**src/rtl/sram_link_pkg.sv**
```systemverilog
// Shared types and constants for the byte-serial SRAM command link.
//   state_e    : initiator FSM states
//   CMD_RD_BIT : command byte bit that marks a read
//   make_cmd() : builds the command byte from direction and word address
package sram_link_pkg;

  typedef enum logic [2:0] {
    StIdle,
    StCmd,
    StWrB,
    StRdB,
    StRsp
  } state_e;

  localparam int unsigned CMD_RD_BIT     = 5;
  localparam int unsigned BYTES_PER_WORD = 4;
  localparam int unsigned WORD_W         = 8 * BYTES_PER_WORD;

  function automatic logic [7:0] make_cmd(input logic we, input logic [4:0] addr);
    logic [7:0] cmd;
    cmd             = {3'b000, addr};
    cmd[CMD_RD_BIT] = ~we;
    return cmd;
  endfunction

endpackage

```
**src/rtl/sram_link_if.sv**
```systemverilog
// Request/response, outbound byte link and inbound byte link of the SRAM link initiator.
//   master modport : the initiator (sram_link_master)
//   slave modport  : the host plus both byte links seen from outside
interface sram_link_if
  import sram_link_pkg::*;
#(
  parameter int unsigned ADDR_W = 5
);
  logic              req_valid;
  logic              req_ready;
  logic              req_we;
  logic [ADDR_W-1:0] req_addr;
  logic [WORD_W-1:0] req_wdata;
  logic              rsp_valid;
  logic              rsp_ready;
  logic [WORD_W-1:0] rsp_rdata;
  logic              rsp_err;
  logic              wr_done;
  logic              tx_valid;
  logic              tx_ready;
  logic [7:0]        tx_data;
  logic              rx_valid;
  logic              rx_ready;
  logic [7:0]        rx_data;

  modport master (
    input  req_valid, req_we, req_addr, req_wdata, rsp_ready, tx_ready, rx_valid, rx_data,
    output req_ready, rsp_valid, rsp_rdata, rsp_err, wr_done, tx_valid, tx_data, rx_ready
  );

  modport slave (
    output req_valid, req_we, req_addr, req_wdata, rsp_ready, tx_ready, rx_valid, rx_data,
    input  req_ready, rsp_valid, rsp_rdata, rsp_err, wr_done, tx_valid, tx_data, rx_ready
  );
endinterface

```
**src/rtl/sram_link_timer.sv**
```systemverilog
// Read-response timeout counter.
//   clk, rst_n : clock, asynchronous active-low reset
//   clear      : force count to zero (takes priority over run)
//   run        : advance count by one per cycle
//   expire     : count has reached LIMIT-1 while running
module sram_link_timer #(
  parameter int unsigned LIMIT = 1024
) (
  input  logic clk,
  input  logic rst_n,
  input  logic clear,
  input  logic run,
  output logic expire
);
  localparam int unsigned CntW = (LIMIT > 2) ? $clog2(LIMIT) : 1;

  logic [CntW-1:0] cnt_q;

  always_ff @(posedge clk or negedge rst_n) begin
    if (!rst_n) begin
      cnt_q <= '0;
    end else if (clear) begin
      cnt_q <= '0;
    end else if (run) begin
      cnt_q <= cnt_q + 1'b1;
    end
  end

  assign expire = run && (cnt_q == CntW'(LIMIT - 1));
endmodule

```
**src/rtl/sram_link_master.sv**
```systemverilog
// Host-side initiator for the byte-serial SRAM command link. Serialises one 32-bit read/write
// request into a command byte (+4 data bytes MSB first for writes) and, for reads, gathers
// 4 response bytes LSB first into rsp_rdata. Every output is a register.
//   clk, rst_n : clock, asynchronous active-low reset (aborts any transaction)
//   link       : sram_link_if.master (request, response, tx byte link, rx byte link)
// Optional feature: define SRAM_LINK_TIMEOUT_EN to give up on a silent read after
// TIMEOUT_CYCLES cycles and return the partial word with rsp_err set.
module sram_link_master
  import sram_link_pkg::*;
#(
  parameter int unsigned ADDR_W         = 5,
  parameter int unsigned TIMEOUT_CYCLES = 1024
) (
  input  logic            clk,
  input  logic            rst_n,
  sram_link_if.master     link
);
  localparam logic [1:0] LastByte = 2'(BYTES_PER_WORD - 1);

  if (ADDR_W == 0 || ADDR_W > 5) begin : g_addr_w_check
    $error("sram_link_master: ADDR_W must be 1..5");
  end
  if (TIMEOUT_CYCLES < 2) begin : g_timeout_check
    $error("sram_link_master: TIMEOUT_CYCLES must be at least 2");
  end

  state_e            state_q, state_d;
  logic [1:0]        cnt_q, cnt_d;
  logic              we_q, we_d;
  logic [ADDR_W-1:0] addr_q, addr_d;
  logic [WORD_W-1:0] wdata_q, wdata_d;
  logic [WORD_W-1:0] rdata_q, rdata_d;
  logic              wr_done_q, wr_done_d;
  logic              req_ready_q, req_ready_d;
  logic              tx_valid_q, tx_valid_d;
  logic [7:0]        tx_data_q, tx_data_d;
  logic              rx_ready_q, rx_ready_d;
  logic              rsp_valid_q, rsp_valid_d;
  logic              timeout;

  logic req_hs, tx_hs, rx_hs;
  assign req_hs = link.req_valid & req_ready_q;
  assign tx_hs  = tx_valid_q & link.tx_ready;
  assign rx_hs  = link.rx_valid & rx_ready_q;

`ifdef SRAM_LINK_TIMEOUT_EN
  logic err_q, err_d;

  // Idle outside RD_B, so the count restarts on entry and after every received byte.
  sram_link_timer #(
    .LIMIT (TIMEOUT_CYCLES)
  ) u_timer (
    .clk    (clk),
    .rst_n  (rst_n),
    .clear  ((state_q != StRdB) || rx_hs),
    .run    (state_q == StRdB),
    .expire (timeout)
  );

  always_ff @(posedge clk or negedge rst_n) begin
    if (!rst_n) err_q <= 1'b0;
    else        err_q <= err_d;
  end

  assign link.rsp_err = err_q;
`else
  assign timeout      = 1'b0;
  assign link.rsp_err = 1'b0;
`endif

  always_comb begin
    state_d   = state_q;
    cnt_d     = cnt_q;
    we_d      = we_q;
    addr_d    = addr_q;
    wdata_d   = wdata_q;
    rdata_d   = rdata_q;
    wr_done_d = 1'b0;
`ifdef SRAM_LINK_TIMEOUT_EN
    err_d     = err_q;
`endif

    unique case (state_q)
      StIdle: begin
        if (req_hs) begin
          we_d    = link.req_we;
          addr_d  = link.req_addr;
          wdata_d = link.req_wdata;
          state_d = StCmd;
        end
      end
      StCmd: begin
        if (tx_hs) begin
          cnt_d = '0;
          if (we_q) begin
            state_d = StWrB;
          end else begin
            state_d = StRdB;
            rdata_d = '0;
          end
        end
      end
      StWrB: begin
        if (tx_hs) begin
          cnt_d = cnt_q + 2'd1;
          if (cnt_q == LastByte) begin
            state_d   = StIdle;
            wr_done_d = 1'b1;
          end
        end
      end
      StRdB: begin
        // A byte arriving in the expiry cycle wins over the timeout.
        if (rx_hs) begin
          rdata_d[{cnt_q, 3'b000} +: 8] = link.rx_data;
          cnt_d = cnt_q + 2'd1;
          if (cnt_q == LastByte) state_d = StRsp;
        end else if (timeout) begin
          state_d = StRsp;
`ifdef SRAM_LINK_TIMEOUT_EN
          err_d   = 1'b1;
`endif
        end
      end
      StRsp: begin
        if (link.rsp_ready) begin
          state_d = StIdle;
`ifdef SRAM_LINK_TIMEOUT_EN
          err_d   = 1'b0;
`endif
        end
      end
      default: state_d = StIdle;
    endcase

    // Outputs are decoded from the next state so they are registered yet cycle-accurate.
    req_ready_d = (state_d == StIdle);
    tx_valid_d  = (state_d == StCmd) || (state_d == StWrB);
    rx_ready_d  = (state_d == StRdB);
    rsp_valid_d = (state_d == StRsp);
    tx_data_d   = '0;
    if (state_d == StCmd) begin
      tx_data_d = make_cmd(we_d, 5'(addr_d));
    end else if (state_d == StWrB) begin
      // ~cnt selects byte 3-cnt: payload goes out MSB first.
      tx_data_d = wdata_d[{~cnt_d, 3'b000} +: 8];
    end
  end

  always_ff @(posedge clk or negedge rst_n) begin
    if (!rst_n) begin
      state_q     <= StIdle;
      cnt_q       <= '0;
      we_q        <= 1'b0;
      addr_q      <= '0;
      wdata_q     <= '0;
      rdata_q     <= '0;
      wr_done_q   <= 1'b0;
      req_ready_q <= 1'b0;
      tx_valid_q  <= 1'b0;
      tx_data_q   <= '0;
      rx_ready_q  <= 1'b0;
      rsp_valid_q <= 1'b0;
    end else begin
      state_q     <= state_d;
      cnt_q       <= cnt_d;
      we_q        <= we_d;
      addr_q      <= addr_d;
      wdata_q     <= wdata_d;
      rdata_q     <= rdata_d;
      wr_done_q   <= wr_done_d;
      req_ready_q <= req_ready_d;
      tx_valid_q  <= tx_valid_d;
      tx_data_q   <= tx_data_d;
      rx_ready_q  <= rx_ready_d;
      rsp_valid_q <= rsp_valid_d;
    end
  end

  assign link.req_ready = req_ready_q;
  assign link.tx_valid  = tx_valid_q;
  assign link.tx_data   = tx_data_q;
  assign link.rx_ready  = rx_ready_q;
  assign link.rsp_valid = rsp_valid_q;
  assign link.rsp_rdata = rdata_q;
  assign link.wr_done   = wr_done_q;
endmodule

```
**src/flat_wrapper.sv**
```systemverilog
// flat-port wrapper written by rule: the top's interface ports become plain ports
module sram_link_master_flat import sram_link_pkg::*;
#(
  parameter int unsigned ADDR_W         = 5,
  parameter int unsigned TIMEOUT_CYCLES = 1024
)
  (clk, rst_n, link_req_valid, link_req_we, link_req_addr, link_req_wdata, link_rsp_ready, link_tx_ready, link_rx_valid, link_rx_data, link_req_ready, link_rsp_valid, link_rsp_rdata, link_rsp_err, link_wr_done, link_tx_valid, link_tx_data, link_rx_ready);
  sram_link_if #(.ADDR_W(ADDR_W)) link_i ();
  input  logic clk;
  input  logic rst_n;
  input wire logic [$bits(link_i.req_valid)-1:0] link_req_valid;
  input wire logic [$bits(link_i.req_we)-1:0] link_req_we;
  input wire logic [$bits(link_i.req_addr)-1:0] link_req_addr;
  input wire logic [$bits(link_i.req_wdata)-1:0] link_req_wdata;
  input wire logic [$bits(link_i.rsp_ready)-1:0] link_rsp_ready;
  input wire logic [$bits(link_i.tx_ready)-1:0] link_tx_ready;
  input wire logic [$bits(link_i.rx_valid)-1:0] link_rx_valid;
  input wire logic [$bits(link_i.rx_data)-1:0] link_rx_data;
  output wire logic [$bits(link_i.req_ready)-1:0] link_req_ready;
  output wire logic [$bits(link_i.rsp_valid)-1:0] link_rsp_valid;
  output wire logic [$bits(link_i.rsp_rdata)-1:0] link_rsp_rdata;
  output wire logic [$bits(link_i.rsp_err)-1:0] link_rsp_err;
  output wire logic [$bits(link_i.wr_done)-1:0] link_wr_done;
  output wire logic [$bits(link_i.tx_valid)-1:0] link_tx_valid;
  output wire logic [$bits(link_i.tx_data)-1:0] link_tx_data;
  output wire logic [$bits(link_i.rx_ready)-1:0] link_rx_ready;
  assign link_i.req_valid = link_req_valid;
  assign link_i.req_we = link_req_we;
  assign link_i.req_addr = link_req_addr;
  assign link_i.req_wdata = link_req_wdata;
  assign link_i.rsp_ready = link_rsp_ready;
  assign link_i.tx_ready = link_tx_ready;
  assign link_i.rx_valid = link_rx_valid;
  assign link_i.rx_data = link_rx_data;
  assign link_req_ready = link_i.req_ready;
  assign link_rsp_valid = link_i.rsp_valid;
  assign link_rsp_rdata = link_i.rsp_rdata;
  assign link_rsp_err = link_i.rsp_err;
  assign link_wr_done = link_i.wr_done;
  assign link_tx_valid = link_i.tx_valid;
  assign link_tx_data = link_i.tx_data;
  assign link_rx_ready = link_i.rx_ready;
  sram_link_master #(.ADDR_W(ADDR_W), .TIMEOUT_CYCLES(TIMEOUT_CYCLES)) u_core (.clk(clk), .rst_n(rst_n), .link(link_i));
endmodule
```
**config.mk**
```make
export PLATFORM = sky130hd
export DESIGN_NAME = sram_link_master_flat
export DESIGN_NICKNAME = d
export VERILOG_FILES = /design/src/rtl/sram_link_pkg.sv /design/src/rtl/sram_link_if.sv /design/src/rtl/sram_link_timer.sv /design/src/rtl/sram_link_master.sv /design/src/flat_wrapper.sv
export SDC_FILE = /design/constraint.sdc
export NUM_CORES = 1
export LEC_CHECK = 0
export CORE_AREA = 4 4 102 104
export CTS_CLUSTER_DIAMETER = 80
export DETAILED_ROUTE_END_ITERATION = 7
export DIE_AREA = 0 0 106 108
export HOLD_SLACK_MARGIN = 0.05
export PLACE_DENSITY = 0.64
export SYNTH_ARGS = -nofsm -noshare
export SYNTH_HDL_FRONTEND = slang
export SYNTH_HIERARCHICAL = 1
export SYNTH_SLANG_ARGS = --single-unit
```
**constraint.sdc**
```tcl
create_clock -name clk -period 5.2 [get_ports clk]
set_input_delay 0.78 -clock clk [delete_from_list [all_inputs] [get_ports clk]]
set_output_delay 0.78 -clock clk [all_outputs]
set_load 0.03 [all_outputs]
```
==> results.py, run 1 <==
metrics = {
    "sta": {
        "min_period_ps": 3280,
        "worstMarginPinSlew_ps": 1130,
        "rsz0062_at_grt": "false",
        "setup-tns-final_ps": 0,
        "slew_headroom_pct": 24.5,
        "slew_violations": 0,
        "setup_viol": 0,
        "fmax_ghz": 0.305,
        "hold_viol_final": 0,
        "clock_skew_ps": 14.0,
        "fin_crit_sh_pct": 63.1,
    },
    "layout": {
        "layout-drive-gt1-share_pct": 17.0,
        "final_common_cell": "clkdlybuf4s50_1",
        "regArea_um2": 2200,
        "antenna_cells": 0,
        "multiInputGateArea_um2": 1540,
        "final_cells": 539,
        "n_fill_cell": 868,
        "syn_to_final_growth_pct": 32.1,
        "most-common-layout-cells": "clkdlybuf4s50_1 (95), dfrtp_1 (88), mux2_2 (36), nand2_1 (28), o21ai_0 (17)",
        "fin_nets": 458,
    },
    "worst_setup_path": {
        "worstPathMaxFanout": 17,
        "crit_arrival_ps": 3510,
        "cp_data_required_time_ps": 5440,
        "crit_path_start_kind": "input port",
        "end_kind": "flip-flop",
        "crit_type": "in -> reg",
    },
    "pwr": {
        "p_leak_uw": 0.00222,
        "power_uw": 2860,
        "cellPowerDensity_nw_per_um2": 559,
        "vdd_ir_drop_max_mv": 0.237,
    },
    "synth": {
        "yosys_register_bits": 88,
        "netlist_area_um2": 3880,
        "syn_area_per_cell_um2": 12.6,
        "syn_inst": 308,
        "synthMuxAreaShare_pct": 15.8,
        "yosysUniqueCellTypes": 49,
        "async_flop_share_pct": 100,
        "synth-xor-area-share_pct": 0.226,
        "synth_compound_area_share_pct": 12.2,
        "synth_edf_count": 0,
        "synth-main-ff-cell": "dfrtp_1",
        "synth.net_count": 365,
        "ys_seq_area_share_pct": 56.8,
        "synth_top_family_by_area": "multiplexers",
        "yosys.area_share.simple_pct": 9.59,
        "yosys_warnings": 6,
        "synth_fa_ha_area_share_pct": 1.61,
    },
    "clock_tree": {
        "cts_root_buf": "clkbuf_8",
        "cts_hold_buf": 0,
        "numCtsBuffers": 9,
        "cts_sinks": 88,
        "cts_setup_buffers": 0,
        "post_cts_resized": 0,
        "h-tree-depth": 3,
        "clk_latency_ps": 360,
        "clk_path_buf_depth": 2,
        "path_clk_slew_ps": 90,
        "cts_tree": "built",
    },
    "place": {
        "dpl.hpwl_um": 6380,
        "placedCellCount": 523,
        "io_buffers": 96,
        "gp_congestion": 0.771,
    },
    "run": {
        "max_cap_violations": 0,
    },
    "global_routing": {
        "grt_pass1_wl_um": 14100,
        "grt_pass1_vias": 2723,
        "grt_max_degree": 54,
        "grt_usage_pct": 15.6,
        "grt-ovfl-total": 0,
        "grt_antenna_before_repair": 0,
    },
    "route": {
        "drc": 0,
        "wl_um": 8800,
        "via_count": 2746,
        "detail_route.iter0.violations": 102,
        "viasPerCell": 5.09,
        "ant_nets": 0,
        "wl_per_cell_um": 16.3,
        "drt-pass1-iter-count": 5,
    },
    "floorplan": {
        "start_util_pct": 40.6,
        "io_pins": 98,
        "dieArea_um2": 11400,
        "rows": 36,
        "core_area_um2": 9550,
        "die_h_um": 108,
        "dieWidth_um": 106,
    },
    "outcome": {
        "status": "completed",
    },
    "worst_hold_path": {
        "holdCritPathClass": "in -> async",
    },
}
-- cell usage after synthesis (2+ instances only) --
| cell | count | area (um2) |
|---|---|---|
| nor2b_1 | 2 | 12.5 |
| clkbuf_1 | 4 | 15.0 |
| dfrtp_1 | 88 | 2200 |
| nand2_1 | 29 | 109 |
| o22ai_1 | 8 | 50.1 |
| buf_6 | 3 | 33.8 |
| buf_4 | 2 | 15.0 |
| a21oi_1 | 2 | 10.0 |
| o21ai_2 | 2 | 17.5 |
| o21ai_1 | 2 | 10.0 |
| buf_2 | 6 | 30.0 |
| nand2b_1 | 4 | 25.0 |
| nor2_1 | 5 | 18.8 |
| inv_1 | 12 | 45.0 |
| o21ai_0 | 17 | 85.1 |
| a22o_1 | 16 | 140 |
| o21bai_1 | 2 | 15.0 |
| mux2_2 | 36 | 405 |
| nor4b_2 | 2 | 30.0 |
| o21a_1 | 3 | 22.5 |
| a21o_1 | 5 | 37.5 |
| ha_1 | 5 | 62.6 |
| nand3_1 | 8 | 40.0 |
| nand3b_1 | 2 | 15.0 |
| mux2i_1 | 16 | 160 |
| and3_1 | 2 | 12.5 |
| mux2_4 | 3 | 45.0 |
-- layer usage --
metal  share of wire [%]  vias up  track usage, %  routed length [um]
met5                   0        -               0                   0
met4                 1.2        0            5.83                 107
li1                    -     1284               -                   -
met2                  45       87            24.4                3950
met1                  48     1366            21.7                4210
met3                 6.1        9            2.99                 536
-- per-stage QoR --
stage          hold slack, ps  cell area [um2]  util (%)  setup WS [ps]
2_1_floorplan             467             3880         -           2680
3_3_place_gp              466             4920      51.6           1660
3_5_place_dp              480             4920      51.6           1530
4_1_cts                   374             5120      53.6           1900
5_1_grt                   400             5120      53.6           1740
6_report                  374             5120      53.6           1920
-- layout make-up --
class | count | share of cell area, %
sequential | 88 | 43.0
multi-input combinational | 192 | 30.1
timing repair buffer | 97 | 18.9
tap | 133 | 3.25
clock buffer | 10 | 2.49
clock inverter | 6 | 1.32
inverter | 13 | 0.953
-- worst paths after layout --
check / end / from / slack, ps / cells past startpoint
max in group asynchronous: u_core/wdata_q[11] / rst_n / 3810 / 2
setup reg to reg: u_core/link.tx_data[5] / u_core/link.tx_valid / 2430 / 7
hold reg to reg: u_core/link.rsp_rdata[5] / u_core/link.rsp_rdata[5] / 490 / 2
hold / removal: u_core/state_q[0] / rst_n / 370 / 1
setup / recovery: u_core/link.tx_data[5] / link_tx_ready / 1920 / 8
min in group clk: u_core/link.rsp_rdata[5] / u_core/link.rsp_rdata[5] / 490 / 2
-- power breakdown --
part,total (uW),internal (uW),switching (uW)
combinational,1310,621,693
sequential,1070,941,134
clock,475,225,250
-- state kept, by name (all words and copies together) (netlist names), 2 cells and up --
signal	cells
u_core/state_q	3
u_core/wdata_q	32
u_core/link.rsp_rdata	32
u_core/link.tx_data	8
u_core/cnt_q	2
u_core/addr_q	5
-- critical path: stages --
cell             delay, ps
clkdlybuf4s50_1        490
nand2_1                170
ha_1                   340
o221a_1                270
o22ai_2                880
mux2i_1                300
o22ai_1                100
o21bai_1               170
-- kinds of logic (layout without fill, tap and decap cells) --
group / Yosys count / after routing
compound gates: 65 / 65
buf+inv: 28 / 126
other cells: 1 / 1
simple gates: 65 / 65
fa+ha+maj: 5 / 5
xor+xnor: 1 / 1
mux: 55 / 55
flops: 88 / 88
Note: power is estimated with default switching activity, not from simulation.
==> inputs of run 2 (changes only) <==
==> constraint.sdc (replaced) <==
create_clock -name clk -period 3.3 [get_ports clk]
set_input_delay 0.495 -clock clk [delete_from_list [all_inputs] [get_ports clk]]
set_output_delay 0.495 -clock clk [all_outputs]
set_load 0.03 [all_outputs]
==> results.py, run 2 (same netlist as run 1, synthesis figures left out) <==
metrics = {
    "pwr": {
        "p_switching_uw": 1720,
        "clkPwrFrac_pct": 15.5,
        "vdd_ir_drop_max_mv": 0.399,
        "intPower_uw": 2750,
        "power_frac_comb_pct": 46.5,
        "power_uw": 4470,
        "p_leak_uw": 0.00222,
        "pwr-share-seq_pct": 38.0,
        "cellPowerDensity_nw_per_um2": 874,
        "power.switching_fraction_pct": 38.5,
    },
    "floorplan": {
        "dieWidth_um": 106,
        "start_util_pct": 40.6,
        "rows": 36,
        "die_h_um": 108,
        "core_area_um2": 9550,
        "io_pins": 98,
        "dieArea_um2": 11400,
    },
    "worst_setup_path": {
        "worstPathMaxFanout": 17,
        "crit_type": "in -> reg",
        "critPathMaxStageDelay_ps": 920,
        "cpMaxStageDelayCell": "o22ai_2",
        "end_kind": "flip-flop",
        "cp_cell_sequence": "clkdlybuf4s50_1 -> nand2_1 -> ha_1 -> o221a_1 -> o22ai_2 -> mux2i_1 -> o22ai_1 -> a21o_1",
        "crit_family": "compound AO/OA/AOI/OAI gates",
        "crit_arrival_ps": 3180,
        "crit_path_start_kind": "input port",
        "crit_buf_inv": 1,
        "cp_data_required_time_ps": 3560,
    },
    "clock_tree": {
        "path_clk_slew_ps": 100,
        "cts_sinks": 88,
        "post_cts_resized": 0,
        "cts_hold_buf": 0,
        "clk_latency_ps": 360,
        "clk_path_buf_depth": 2,
        "numCtsBuffers": 9,
        "h-tree-depth": 3,
        "cts_root_buf": "clkbuf_8",
        "cts_setup_buffers": 0,
        "cts_tree": "built",
    },
    "place": {
        "gp_congestion": 0.784,
        "io_buffers": 96,
        "dpl.hpwl_um": 6290,
    },
    "sta": {
        "slew_violations": 0,
        "setup_viol": 0,
        "fmax_ghz": 0.342,
        "min_period_ps": 2920,
        "rsz0062_at_grt": "false",
        "clock_skew_ps": 12.2,
        "hold_viol_final": 0,
        "worstMarginPinSlew_ps": 1190,
        "slew_headroom_pct": 20.6,
        "setup-tns-final_ps": 0,
        "fin_crit_sh_pct": 88.6,
    },
    "route": {
        "via_count": 2753,
        "ant_nets": 0,
        "wl_met2_um": 4050,
        "wl_um": 8870,
        "detail_route.iter0.violations": 91,
        "top_layer_used": "met4",
        "wl_per_cell_um": 16.4,
        "drt-pass1-iter-count": 4,
        "drc": 0,
        "viasPerCell": 5.10,
        "met1Wirelength_um": 4090,
        "wl_met3_um": 599,
    },
    "global_routing": {
        "grt_max_degree": 89,
        "grt_pass1_vias": 2768,
        "grt_usage_pct": 15.7,
        "grt-ovfl-total": 0,
        "grt_antenna_before_repair": 0,
        "grt_pass1_wl_um": 14100,
    },
    "run": {
        "max_cap_violations": 0,
    },
    "layout": {
        "antenna_cells": 0,
        "fin_nets": 459,
        "syn_to_final_growth_pct": 31.8,
        "multiInputGateArea_um2": 1540,
        "final_common_cell": "clkdlybuf4s50_1",
        "regArea_um2": 2200,
        "most-common-layout-cells": "clkdlybuf4s50_1 (95), dfrtp_1 (88), mux2_2 (36), nand2_1 (28), o21ai_0 (17)",
        "n_fill_cell": 864,
        "layout-drive-gt1-share_pct": 17.4,
    },
    "outcome": {
        "status": "completed",
    },
    "worst_hold_path": {
        "holdCritPathClass": "in -> async",
    },
}
==> run 2: worst register-to-register path: stages (launching register included) <==
cell     delay (ps)
dfrtp_1         580
ha_1            320
o221a_1         270
o22ai_2         920
mux2i_1         340
o22ai_1         120
a21o_1          170
==> run 2: path summary, 6_finish.rpt <==
kind                                                 end  slack (ps)                startpoint  depth (start not counted)
worst max-delay path              u_core/link.tx_data[3]         380             link_tx_ready                          8
worst min-delay path            u_core/link.rsp_rdata[8]         360                     rst_n                          1
worst max register to register    u_core/link.tx_data[3]         480           u_core/cnt_q[0]                          6
worst min register to register  u_core/link.rsp_rdata[7]         500  u_core/link.rsp_rdata[7]                          2
max in group asynchronous         u_core/link.tx_data[1]        2270                     rst_n                          1
min in group clk                u_core/link.rsp_rdata[7]         500  u_core/link.rsp_rdata[7]                          2
==> run 2: layout make-up <==
cell class,count,area share [%]
clock buffers,9,2.43
well taps,133,3.26
clock inverters,7,1.03
repair buffers,98,19.1
flip-flops and latches,88,43.1
multi-input cells,192,30.2
inverters,13,0.955
==> run 2: routing by layer <==
layer	global-route usage, %	up-vias
met2	24.9	102
met4	5.83	0
met3	3.88	11
li1	-	1289
met5	0	-
met1	21.2	1351
==> run 2: stage by stage <==
| step | instance area (um2) | worst slack (ps) | hold WS, ps | instances | util, % |
|---|---|---|---|---|---|
| after floorplan | 3880 | 969 | 199 | 308 | - |
| after global placement | 4930 | 137 | 466 | 524 | 51.6 |
| after detailed placement | 4930 | -15.2 | 478 | 524 | 51.6 |
| after CTS | 5110 | 360 | 385 | 540 | 53.5 |
| after global routing | 5110 | 237 | 445 | 540 | 53.5 |
| final | 5110 | 377 | 356 | 540 | 53.5 |
==> run 2: power by group through the flow <==
stage | clock network (uW) | logic, uW | registers [uW]
after floorplan | 0 | 1260 | 1910
after global placement | 0 | 2050 | 1700
after detailed placement | 0 | 2090 | 1720
after CTS | 714 | 2100 | 1700
after global routing | 752 | 2260 | 1750
final | 693 | 2080 | 1700
